**config.mk**
```make
export PLATFORM = sky130hd
export DESIGN_NAME = mem_port_arbiter
export DESIGN_NICKNAME = d
export VERILOG_FILES = /design/src/rtl/mem_port_arbiter_pkg.sv /design/src/rtl/mem_port_arbiter_rr_pick2.sv /design/src/rtl/mem_port_arbiter.sv
export SDC_FILE = /design/constraint.sdc
export NUM_CORES = 1
export LEC_CHECK = 0
export BUFFER_PORTS_ARGS = -buffer_cell sky130_fd_sc_hd__buf_2
export CAP_MARGIN = 30
export CORE_MARGIN = 8
export CORE_UTILIZATION = 50
export DETAILED_ROUTE_END_ITERATION = 10
export PLACE_DENSITY_LB_ADDON = 0.12
export SLEW_MARGIN = 10
export SYNTH_ARGS = -nofsm -noshare
export SYNTH_HDL_FRONTEND = slang
export SYNTH_SLANG_ARGS = --single-unit
export TNS_END_PERCENT = 100
```
**constraint.sdc**
```tcl
create_clock -name clock -period 2.4 [get_ports clock]
set_input_delay 0.36 -clock clock [delete_from_list [all_inputs] [get_ports clock]]
set_output_delay 0.36 -clock clock [all_outputs]
set_load 0.05 [all_outputs]
```
**src/rtl/mem_port_arbiter_pkg.sv**
```systemverilog
// ============================================================================
// Module  : mem_arb_pkg
// Purpose : Shared state encoding, port indices and latency bounds for the
//           two-port memory arbiter.
// Revision: 1.0  initial release
// ============================================================================
`default_nettype none

package mem_arb_pkg;

    localparam int CNT_W       = 3;
    localparam int MEM_LAT_MIN = 1;
    localparam int MEM_LAT_MAX = 7;

    typedef logic [1:0] state_t;

    localparam state_t ST_IDLE   = 2'd0;
    localparam state_t ST_ACCESS = 2'd1;
    localparam state_t ST_WAIT   = 2'd2;
    localparam state_t ST_RESP   = 2'd3;

    localparam logic P_CPU = 1'b0;
    localparam logic P_DBG = 1'b1;

    function automatic logic lat_ok(input int lat);
        return (lat >= MEM_LAT_MIN) && (lat <= MEM_LAT_MAX);
    endfunction

endpackage

`default_nettype wire

```
**src/rtl/mem_port_arbiter_rr_pick2.sv**
```systemverilog
// ============================================================================
// Module  : rr_pick2
// Purpose : Combinational two-way round-robin selector.
// Revision: 1.0  initial release
// ============================================================================
`default_nettype none

module rr_pick2
    import mem_arb_pkg::*;
(
    input  logic req0,
    input  logic req1,
    input  logic last_grant,
    output logic valid,
    output logic idx
);

    always_comb begin
        valid = req0 | req1;
        idx   = P_CPU;
        // On contention the port that did not win last time gets the slot.
        if (req0 && req1) begin
            idx = ~last_grant;
        end else if (req1) begin
            idx = P_DBG;
        end
    end

endmodule

`default_nettype wire

```
**src/rtl/mem_port_arbiter.sv**
```systemverilog
// ============================================================================
// Module  : mem_port_arbiter
// Purpose : Round-robin sharing of one memory port between the CPU and the
//           debug/loader port; issue, wait latency, then one-cycle ack.
// Revision: 1.0  initial release
// ============================================================================
`default_nettype none

module mem_port_arbiter
    import mem_arb_pkg::*;
#(
    parameter int ADDR_W  = 8,
    parameter int DATA_W  = 8,
    parameter int MEM_LAT = 1
) (
    input  logic              clock,
    input  logic              reset,
    input  logic              req0,
    input  logic              we0,
    input  logic [ADDR_W-1:0] addr0,
    input  logic [DATA_W-1:0] wdata0,
    output logic              ack0,
    input  logic              req1,
    input  logic              we1,
    input  logic [ADDR_W-1:0] addr1,
    input  logic [DATA_W-1:0] wdata1,
    output logic              ack1,
    output logic [DATA_W-1:0] rdata,
    output logic              busy,
    output logic              mem_re,
    output logic              mem_we,
    output logic [ADDR_W-1:0] mem_addr,
    output logic [DATA_W-1:0] mem_wdata,
    input  logic [DATA_W-1:0] mem_rdata
);

    localparam logic [CNT_W-1:0] LAT_CNT = CNT_W'(MEM_LAT);

    if (!lat_ok(MEM_LAT)) begin : g_bad_mem_lat
        $error("mem_port_arbiter: MEM_LAT must lie in 1..7");
    end

    state_t              state_q, state_d;
    logic                gnt_q,   gnt_d;
    logic                last_q,  last_d;
    logic                we_q,    we_d;
    logic [ADDR_W-1:0]   addr_q,  addr_d;
    logic [DATA_W-1:0]   wd_q,    wd_d;
    logic [CNT_W-1:0]    cnt_q,   cnt_d;
    logic [DATA_W-1:0]   rdata_q, rdata_d;

    logic                pick_valid;
    logic                pick_idx;
    logic                rd_done;

    rr_pick2 u_pick (
        .req0       (req0),
        .req1       (req1),
        .last_grant (last_q),
        .valid      (pick_valid),
        .idx        (pick_idx)
    );

    assign rd_done = (state_q == ST_WAIT) && (cnt_q == CNT_W'(1));

    always_ff @(posedge clock or posedge reset) begin
        if (reset) begin
            state_q <= ST_IDLE;
            gnt_q   <= P_CPU;
            last_q  <= P_DBG;
            we_q    <= 1'b0;
            addr_q  <= '0;
            wd_q    <= '0;
            cnt_q   <= '0;
            rdata_q <= '0;
        end else begin
            state_q <= state_d;
            gnt_q   <= gnt_d;
            last_q  <= last_d;
            we_q    <= we_d;
            addr_q  <= addr_d;
            wd_q    <= wd_d;
            cnt_q   <= cnt_d;
            rdata_q <= rdata_d;
        end
    end

    always_comb begin
        state_d = state_q;
        case (state_q)
            ST_IDLE:   if (pick_valid) state_d = ST_ACCESS;
            ST_ACCESS: state_d = we_q ? ST_RESP : ST_WAIT;
            ST_WAIT:   if (rd_done) state_d = ST_RESP;
            ST_RESP:   state_d = ST_IDLE;
            default:   state_d = ST_IDLE;
        endcase
    end

    // Request fields are captured at grant so the memory side never sees a
    // requester changing its inputs mid-access.
    always_comb begin
        gnt_d   = gnt_q;
        last_d  = last_q;
        we_d    = we_q;
        addr_d  = addr_q;
        wd_d    = wd_q;
        cnt_d   = cnt_q;
        rdata_d = rdata_q;
        if ((state_q == ST_IDLE) && pick_valid) begin
            gnt_d  = pick_idx;
            last_d = pick_idx;
            we_d   = pick_idx ? we1    : we0;
            addr_d = pick_idx ? addr1  : addr0;
            wd_d   = pick_idx ? wdata1 : wdata0;
        end
        if ((state_q == ST_ACCESS) && !we_q) begin
            cnt_d = LAT_CNT;
        end
        if (state_q == ST_WAIT) begin
            cnt_d = cnt_q - CNT_W'(1);
        end
        if (rd_done) begin
            rdata_d = mem_rdata;
        end
    end

    always_comb begin
        ack0      = 1'b0;
        ack1      = 1'b0;
        mem_re    = 1'b0;
        mem_we    = 1'b0;
        mem_addr  = '0;
        mem_wdata = '0;
        busy      = (state_q != ST_IDLE);
        case (state_q)
            ST_ACCESS: begin
                mem_addr = addr_q;
                if (we_q) begin
                    mem_we    = 1'b1;
                    mem_wdata = wd_q;
                end else begin
                    mem_re = 1'b1;
                end
            end
            ST_RESP: begin
                ack0 = (gnt_q == P_CPU);
                ack1 = (gnt_q == P_DBG);
            end
            default: ;
        endcase
    end

    assign rdata = rdata_q;

endmodule

`default_nettype wire

```
# Word-level counts from Yosys, hierarchy flattened
# Cells that the tools add are included.
[word_totals] reg_bits=32 in_bits=46 out_inout_bits=29 word_cells=47
[op_classes] addsub=1 eq_ne=6 muxes=20 bitwise=3 reduce_logical=9
[op_table] cell="2-to-1 mux 8 bit" count=5
[op_table] cell="2-to-1 mux 1 bit" count=10
[op_table] cell="one-hot mux 2 bit (4 select lines)" count=1
[op_table] cell="2-to-1 mux 3 bit" count=2
[op_table] cell="== test 2 bit, second input constant" count=2
[op_table] cell="logical AND 1 bit" count=4
[op_table] cell="2-to-1 mux 2 bit" count=2
[op_table] cell="inequality test 2 bit, second input constant" count=2
[op_table] cell="nonzero test 2 bit" count=2
[op_table] cell="== test 3 x 1 -> 1 bit, second input constant" count=1
[op_table] cell="subtractor 3 x 1 -> 3 bit, second input constant" count=1
[op_table] cell="== test 2 x 1 -> 1 bit, second input constant" count=1
[op_table] cell="zero test 2 bit" count=1
[op_table] cell="inverter 1 bit" count=2
[op_table] cell="AND reduction 2 bit" count=1
[op_table] cell="zero test 1 bit" count=1
[op_table] cell="bitwise OR 1 bit" count=1

# Logic depth before layout (Yosys ltp)
# Gate-level depths: netlist (run 1).
[logic_depth] word_depth=4 depth_mapped=6 ltp_nobuf=5

# Hierarchy
# From an unflattened synthesis (run 1), not the netlist that was laid out.
[hier_totals] cells_unflattened=157 hier_area_um2=1722.9
[by_module_without_submodules] module="mem_port_arbiter" n_inst=1 cells_each=155 area_per_inst_um2=1709.1 seq_area_each_um2=802.0
[by_module_without_submodules] module="rr_pick2" n_inst=1 cells_each=2 area_per_inst_um2=13.8 seq_area_each_um2=0.0

# Worst setup path before layout (run 1)
# Ideal clock, no wire load.
[synth_path] path_type="register to register" from="register state_q[1]" to="register cnt_q[2]" arrival_time_ps=1913 required_ps=2277 setup_slack_ps=364 stages_incl_launch_ff=6 period_less_slack_ps=2036 cell_sequence="dfrtp_1 inv_1 ha_1 nor2b_1 mux2_2 mux2i_1"
[synth_between] elab_chain_len=3 word_cells_on_any_way=5
[synth_lines] item="start, declared" line_no="mem_port_arbiter.sv:43" rtl="state_t state_q, state_d;"
[synth_lines] item="start signal, assigned" line_no="mem_port_arbiter.sv:77" rtl="state_q <= state_d;"
[synth_lines] item="== test 2 x 1 -> 1 bit" line_no="mem_port_arbiter.sv:116" rtl="if ((state_q == ST_ACCESS) && !we_q) begin"
[synth_lines] item="logical AND 1 bit" line_no="mem_port_arbiter.sv:116"
[synth_lines] item="nonzero test 2 bit (no source line)"
[synth_lines] item="end signal, assigned" line_no="mem_port_arbiter.sv:83" rtl="cnt_q <= cnt_d;"
[synth_lines] item="end, declared" line_no="mem_port_arbiter.sv:49" rtl="logic [CNT_W-1:0] cnt_q, cnt_d;"
# Several ways; a longest one is shown, not always the timed one.
# A chain may end at the register's enable or synchronous reset.

# Worst setup path in the final report (run 1)
[layout_path] from="register state_q[1]" to="output mem_re"
[layout_between] elab_chain_len=2
[layout_lines] item="== test 2 x 1 -> 1 bit" line_no="mem_port_arbiter.sv:135" rtl="case (state_q)"
[layout_lines] item="2-to-1 mux 1 bit" line_no="mem_port_arbiter.sv:135"
[layout_lines] item="end, declared" line_no="mem_port_arbiter.sv:30" rtl="output logic mem_re,"
# Every way passes these cells.

==> impl_metrics.csv, run 1 <==
group,metric,value,unit
drt,drt_pre_antenna_iters,4,
grt,grt_start_max_net_pins,36,
cells_and_area,syn_to_final_growth,29.7,%
logic_synthesis,netlist_instances,154,
logic_synthesis,synth_cell_type_count,28,
timing,finalClockSkew,9.32,ps
worst_setup_path,worst-r2r-setup-slack,700,ps
cts,clock_latency,330,ps
logic_synthesis,synth_top_area_share,0.466,
die,rows,21,
drt,drc,0,
timing,fmax,0.453,GHz
cells_and_area,final_nets,285,
drt,ant_nets,0,
cells_and_area,fin_util,0.662,
power_and_ir_drop,power_density,1430,nW/um2
grt,antenna_found_initial,0,
cts,path_clk_slew,100,ps
die,initial_utilization,0.511,
grt,grt_pass1_vias,1462,
timing,finalWorstSetupSlack,192,ps
worst_setup_path,cp.arrival,1850,ps
worst_setup_path,end_kind,"output port",
timing,hold_violations,0,
timing,fin_crit_sh,0.920,
die,die_h,73.7,um
cts,post_cts_resized,0,
logic_synthesis,ys_top_cells_by_count,"dfrtp_1, nand2_1, mux2i_1",
grt,grt.total_usage,0.155,
worst_setup_path,path_depth,4,
worst_setup_path,crit_path_max_incr_delay,430,ps
place,dpl_cell_area,2060,um2
timing,rsz0062_at_grt,"no",
logic_synthesis,ys.flop_type,"dfrtp_1",
cts,clockRootBuffer,"clkbuf_4",
cts,cts_tree,"built",
logic_synthesis,synth_seq_cells,32,
place,place_congestion,0.790,
timing,tns,0,ps
cells_and_area,layout-drive-gt1-share,0.422,
power_and_ir_drop,ir_drop,760,uV
drt,via_per_inst,4.92,
die,core_area,3260,um2
timing,setup_viol,0,
cts,cts_buffer_depth,2,
logic_synthesis,yosysTopAreaCell,"dfrtp_1",
logic_synthesis,syn_nets,208,
worst_setup_path,crit_required,2040,ps
drt,vias,1369,
die,num_io_pins,75,
die,die-area,5430,um2
logic_synthesis,synth_edf_count,0,
cts,cts_max_level,2,
die,die_w,73.7,um
cells_and_area,diodes,0,
cts,clock-sinks,32,
timing,period_minus_slack,2210,ps
worst_setup_path,endpoint,"mem_re",
power_and_ir_drop,p_leak,1.22,nW
logic_synthesis,ys_async_sr_fraction,1.00,
cts,cts_made_buffers,5,
worst_setup_path,path_delay_family,"buffers and inverters",
worst_setup_path,r2r-start,"state_q[0]",
logic_synthesis,avgSynthCellArea,10.8,um2
outcome,status,"complete, no violations",
worst_setup_path,path_buf_inv,2,
logic_synthesis,synth_warnings,0,
cells_and_area,finalInstanceArea,2160,um2
logic_synthesis,yosysSeqAreaShare,0.482,
worst_setup_path,crit_start,"state_q[1]",
place,place_ws,549,ps
grt,grt_pass1_wl,6510,um
place,portBuffers,74,
worst_setup_path,cp_slowest_cell,"dfrtp_1",
timing,slew-limit-headroom,0.738,
drt,drt_wl_total,3860,um
worst_setup_path,cp_cell_sequence,"inv_1 > ha_1 > nor2b_1 > buf_2",
worst_setup_path,critPathKind,"register to output port",
worst_setup_path,reg2reg_depth,4,
hold_path,min_path_type,"primary input to async pin",
worst_setup_path,r2r_end,"state_q[1]",
logic_synthesis,synth_most_common_cell,"dfrtp_1",
logic_synthesis,synthesis.area,1660,um2
logic_synthesis,synth.area.top_cells,"dfrtp_1, mux2i_1, mux2_2, ha_1, nand2_1",
cts,ctsHoldBuffers,0,
worst_setup_path,crit_path_start_kind,"register",
timing,finalMaxSlewViolations,0,
cts,post_cts.repair.setup_buffers,0,
grt,grt_overflow,0,
drt,wl_per_cell,13.9,um
place,hpwl,3030,um
timing,holdWs,88.1,ps
flow_run,maxCapViolations,0,
drt,first_iter_violations,45,
worst_setup_path,cp_max_fo,8,
timing,worst-slew-pin-transition,393,ps
[per-layer routing]
layer	track usage	vias up	routed length (um)
met3	0.0900	6	442
met2	0.251	56	1820
met1	0.165	620	1540
met5	0	-	0
li1	-	687	-
met4	0.0488	0	51
[tightest hold or removal path, delay by kind of cell]
kind	cells	cell delay, ps
buf+inv	3	480
[state kept, by name, summed over array words and instances, names as in the netlist]
register / flops
cnt_q: 3
gnt_q: 1
rdata: 8
last_q: 1
addr_q: 8
state_q: 2
we_q: 1
wd_q: 8
[report_power, final]
| part | internal, mW | total (mW) | switching (mW) | leakage, nW |
|---|---|---|---|---|
| Sequential | 0.812 | 0.971 | 0.159 | 0.386 |
| Combinational | 0.535 | 1.66 | 1.13 | 0.780 |
| Clock | 0.276 | 0.455 | 0.178 | 0.0515 |
| Total | 1.62 | 3.09 | 1.46 | 1.22 |
[layout make-up]
type                    instances  area, um2
multi-input cells             109        788
clock buffers                   7       65.1
well taps                      46       57.6
inverters                       6       22.5
clock inverters                 1       30.0
flip-flops and latches         32        802
fillers                       278       1100
repair buffers                 77        393
[layout by cell type, fill, tap and decap left out]
master / count
a21bo_1: 1
bufinv_16: 1
o31ai_1: 1
buf_2: 74
and2_1: 10
dfrtp_1: 31
dfstp_2: 1
nor3_1: 2
ha_1: 8
a22oi_1: 1
o21ai_1: 9
inv_1: 6
o21ai_0: 9
buf_4: 3
nand2_1: 19
nor2b_1: 2
a221oi_1: 1
a21oi_1: 2
o21ai_2: 1
and3_1: 8
a31oi_1: 1
mux2_2: 10
clkbuf_4: 5
nand2b_1: 2
nand3b_2: 1
a2bb2oi_1: 1
clkbuf_8: 2
mux2i_1: 18
nor2_1: 2
[kinds of logic (layout without fill, tap and decap cells)]
logic type / count (synthesis) / count (layout) / synth area share
compound gates: 27 / 27 / 0.0925
fa+ha+maj: 8 / 8 / 0.0602
buf+inv: 13 / 91 / 0.0466
flops: 32 / 32 / 0.482
mux: 28 / 28 / 0.176
simple gates: 46 / 46 / 0.143
[through the flow]
stage               total power [mW]  std cells
CTS                             3.13        278
global route                    3.31        278
detailed placement              2.66        270
finish                          3.09        278
global placement                2.58        270
floorplan                       2.27        154
[worst min-delay path by stage]
stage	start	endpoint	slack, ps	depth (start not counted)
global route	reset	cnt_q[0]	130	3
CTS	reset	rdata[2]	80	3
finish	reset	cnt_q[0]	90	3
global placement	reset	rdata[1]	460	3
detailed placement	reset	rdata[3]	460	3
floorplan	req0	last_q	430	1
Power figures use the tool's default switching activity.
==> run 2, diff against run 1 <==
Settings changed: CORE_ASPECT_RATIO set to 1.2, RECOVER_POWER set to 25.
==> impl_metrics.csv, run 2 (same netlist as run 1, synthesis figures left out) <==
group,metric,value,unit
grt,antenna_found_initial,0,
cells_and_area,final_nets,285,
cts,cts_made_buffers,5,
drt,wl_per_cell,14.8,um
cells_and_area,syn_to_final_growth,28.0,%
die,rows,23,
power_and_ir_drop,power_density,1420,nW/um2
place,dp_cells,261,
drt,drc,0,
timing,fmax,0.468,GHz
hold_path,min_path_type,"primary input to async pin",
flow_run,maxCapViolations,0,
cells_and_area,stdcell_count,269,
timing,slew-limit-headroom,0.452,
worst_setup_path,end_kind,"output port",
place,portBuffers,74,
grt,grt_overflow,0,
timing,period_minus_slack,2140,ps
cells_and_area,diodes,0,
die,die-area,5440,um2
worst_setup_path,cp.arrival,1780,ps
grt,grt.total_usage,0.152,
worst_setup_path,cp_max_fo,8,
power_and_ir_drop,p_leak,1.20,nW
timing,finalClockSkew,8.37,ps
drt,vias,1398,
power_and_ir_drop,internal_power,1.55,mW
timing,tns,0,ps
drt,ant_nets,0,
cts,clock_latency,280,ps
cts,post_cts.repair.setup_buffers,0,
power_and_ir_drop,seqPwrFrac,0.324,
cells_and_area,layout-drive-gt1-share,0.409,
cells_and_area,layout_commonest_cell,"buf_2",
timing,setup_viol,0,
place,hpwl,3220,um
power_and_ir_drop,combPwrFrac,0.549,
power_and_ir_drop,clockPowerShare,0.127,
timing,fin_crit_sh,0.890,
power_and_ir_drop,p_sw,1.47,mW
timing,holdWs,231,ps
worst_setup_path,critPathKind,"register to output port",
drt,drt_pre_antenna_iters,4,
drt,first_iter_violations,32,
timing,finalMaxSlewViolations,0,
timing,hold_violations,0,
cts,cts_tree,"built",
cts,clockRootBuffer,"clkbuf_8",
worst_setup_path,crit_path_start_kind,"register",
worst_setup_path,crit_required,2040,ps
timing,worst-slew-pin-transition,821,ps
die,num_io_pins,75,
cts,clock-sinks,32,
cts,cts_buffer_depth,2,
die,die_w,68.7,um
cts,ctsHoldBuffers,0,
cts,cts_max_level,2,
timing,rsz0062_at_grt,"no",
die,initial_utilization,0.512,
drt,drt_wl_total,3970,um
die,die_h,79.2,um
grt,grt_pass1_vias,1480,
die,core_area,3250,um2
cells_and_area,layout_common_cells,"buf_2, dfrtp_1, nand2_1",
cts,post_cts_resized,0,
cts,path_clk_slew,70,ps
power_and_ir_drop,switching_share,0.487,
grt,grt_pass1_wl,6320,um
place,place_congestion,0.813,
outcome,status,"complete, no violations",
drt,via_per_inst,5.20,
power_and_ir_drop,ir_drop,998,uV
grt,grt_start_max_net_pins,36,
-- run 2: per-layer routing --
layer,track usage,part of all wire
met1,0.150,0.36
met5,0,0
met4,0.0678,0.016
met3,0.0661,0.091
met2,0.262,0.53
-- run 2: power groups by stage --
stage	Sequential [mW]	Combinational [mW]	Clock [mW]
floorplan	1.18	1.09	0
detailed placement	0.989	1.68	0
CTS	0.980	1.69	0.402
global route	1.01	1.78	0.422
finish	0.978	1.66	0.385
global placement	0.962	1.61	0
-- run 2: layout make-up --
type	instances	area [um2]
inverters	6	22.5
clock buffers	7	76.3
repair buffers	77	389
fillers	280	1120
well taps	37	46.3
multi-input cells	109	788
clock inverters	1	5.00
flip-flops and latches	32	802
-- run 2: path summary, 6_finish.rpt --
| check | from | end | slack, ps | cells after the start |
|---|---|---|---|---|
| setup / recovery | state_q[1] | mem_re | 260 | 4 |
| hold / removal | reset | addr_q[6] | 230 | 2 |
| setup reg to reg | state_q[0] | state_q[1] | 760 | 4 |
| hold reg to reg | addr_q[0] | addr_q[0] | 480 | 2 |
| max in group asynchronous | reset | rdata[5] | 1190 | 3 |
| min in group clock | req0 | last_q | 290 | 2 |
-- run 2: metrics by stage --
stage | setup WS, ps | utilization | total power, mW | area (um2)
global placement | 673 | 0.631 | 2.57 | 2050
floorplan | 364 | - | 2.27 | 1660
global route | 135 | 0.655 | 3.22 | 2130
detailed placement | 579 | 0.631 | 2.67 | 2050
CTS | 262 | 0.656 | 3.07 | 2130
finish | 263 | 0.655 | 3.02 | 2130
-- run 2: worst max-delay path, cell delays in order, from the launching register on --
cell	delay, ps
dfrtp_1	430
inv_1	140
ha_1	310
nor2b_1	290
buf_2	320
==> run 3, diff against run 2 <==
--- a/config.mk
+++ b/config.mk
@@ -15,3 +15,3 @@
 export RECOVER_POWER = 25
-export SLEW_MARGIN = 10
+export SLEW_MARGIN = 40
 export SYNTH_ARGS = -nofsm -noshare
--- a/constraint.sdc
+++ b/constraint.sdc
@@ -3,2 +3,2 @@
 set_output_delay 0.36 -clock clock [all_outputs]
-set_load 0.05 [all_outputs]
+set_load 0.005 [all_outputs]
==> impl_metrics.csv, run 3 (same netlist as run 1, synthesis figures left out) <==
group,metric,value,unit
cts,ctsHoldBuffers,0,
drt,drc,0,
drt,via_per_inst,5.17,
grt,grt_pass1_wl,6310,um
die,die_w,68.7,um
worst_setup_path,cp_max_fo,8,
cts,clockRootBuffer,"clkbuf_8",
power_and_ir_drop,ir_drop,620,uV
cts,clock-sinks,32,
timing,tns,0,ps
power_and_ir_drop,power_density,1150,nW/um2
drt,wl_per_cell,14.9,um
worst_setup_path,crit_path_start_kind,"register",
timing,finalMaxSlewViolations,0,
place,portBuffers,74,
worst_setup_path,crit_required,2040,ps
timing,period_minus_slack,1950,ps
die,num_io_pins,75,
cts,cts_buffer_depth,2,
cts,path_clk_slew,60,ps
drt,drt_pre_antenna_iters,4,
worst_setup_path,critPathKind,"register to output port",
worst_setup_path,cp_slowest_cell,"dfrtp_1",
timing,worst-slew-pin-transition,831,ps
cells_and_area,fin_util,0.658,
timing,setup_viol,0,
power_and_ir_drop,p_leak,1.21,nW
cts,cts_tree,"built",
die,die_h,79.2,um
timing,rsz0062_at_grt,"no",
place,place_congestion,0.798,
worst_setup_path,cp.arrival,1590,ps
drt,first_iter_violations,34,
cells_and_area,layout_common_cells,"buf_2, dfrtp_1, nand2_1",
cells_and_area,diodes,0,
drt,ant_nets,0,
drt,vias,1391,
worst_setup_path,cp_cell_sequence,"inv_1 > ha_1 > nor2b_1 > buf_2",
cells_and_area,final_nets,285,
timing,slew-limit-headroom,0.445,
timing,hold_violations,0,
die,initial_utilization,0.512,
worst_setup_path,end_kind,"output port",
flow_run,maxCapViolations,0,
cells_and_area,layout_commonest_cell,"buf_2",
cts,cts_max_level,2,
timing,fmax,0.512,GHz
cells_and_area,layout-drive-gt1-share,0.418,
die,die-area,5440,um2
grt,grt_start_max_net_pins,36,
drt,drt_wl_total,4010,um
worst_setup_path,crit_path_max_incr_delay,420,ps
timing,fin_crit_sh,0.813,
grt,grt_overflow,0,
die,rows,23,
cts,clock_latency,290,ps
cts,post_cts.repair.setup_buffers,0,
cts,post_cts_resized,0,
grt,grt.total_usage,0.153,
timing,finalClockSkew,4.32,ps
grt,antenna_found_initial,0,
die,core_area,3250,um2
cells_and_area,syn_to_final_growth,28.6,%
outcome,status,"complete, no violations",
cts,cts_made_buffers,5,
grt,grt_pass1_vias,1487,
place,hpwl,3180,um
hold_path,min_path_type,"primary input to async pin",
run 3: changes by cell type in the layout (fill, tap and decap cells not counted), sizes merged:
cell	delta
clkbuf	-1
clkinv	+1
run 3: path summary, 6_finish.rpt:
path	start	end	slack, ps	cells past startpoint
min in group clock	req0	last_q	290	2
max in group asynchronous	reset	cnt_q[0]	1210	3
worst max-delay path	state_q[1]	mem_re	450	4
worst max register to register	state_q[0]	rdata[7]	760	4
worst min-delay path	reset	addr_q[4]	230	2
worst min register to register	addr_q[1]	addr_q[1]	470	2
run 3: layer usage:
layer	track usage	vias up	routed length, um
met5	0	-	0
met4	0.0924	0	125
met3	0.0689	13	398
met2	0.260	59	2050
met1	0.144	638	1430
li1	-	681	-
run 3: final cells by class:
cell class | instances | area [um2]
clock buffer | 6 | 82.6
tap | 37 | 46.3
sequential | 32 | 802
fill | 277 | 1110
inverter | 6 | 22.5
clock inverter | 2 | 10.0
multi-input combinational | 109 | 788
timing repair buffer | 77 | 389
run 3: critical path: cells and delay by family, from the launching register on:
family	cells	cell delay (ps)
DFF	1	420
buffers and inverters	2	310
adders and majority gates	1	300
and+or+nand+nor	1	270
run 3: stage by stage:
step	power, mW	worst slack, ps	std cells	hold WS, ps	area [um2]
2_1_floorplan	1.68	894	154	433	1660
3_3_place_gp	1.98	822	261	456	2050
3_5_place_dp	2.06	737	261	462	2050
4_1_cts	2.50	412	269	254	2140
5_1_grt	2.65	260	269	275	2140
6_report	2.46	448	269	230	2140
run 3: where the power goes:
part	switching [mW]	internal, mW	total [mW]	leakage, nW
Clock	0.198	0.228	0.427	0.0510
Combinational	0.531	0.530	1.06	0.776
Sequential	0.158	0.814	0.972	0.386
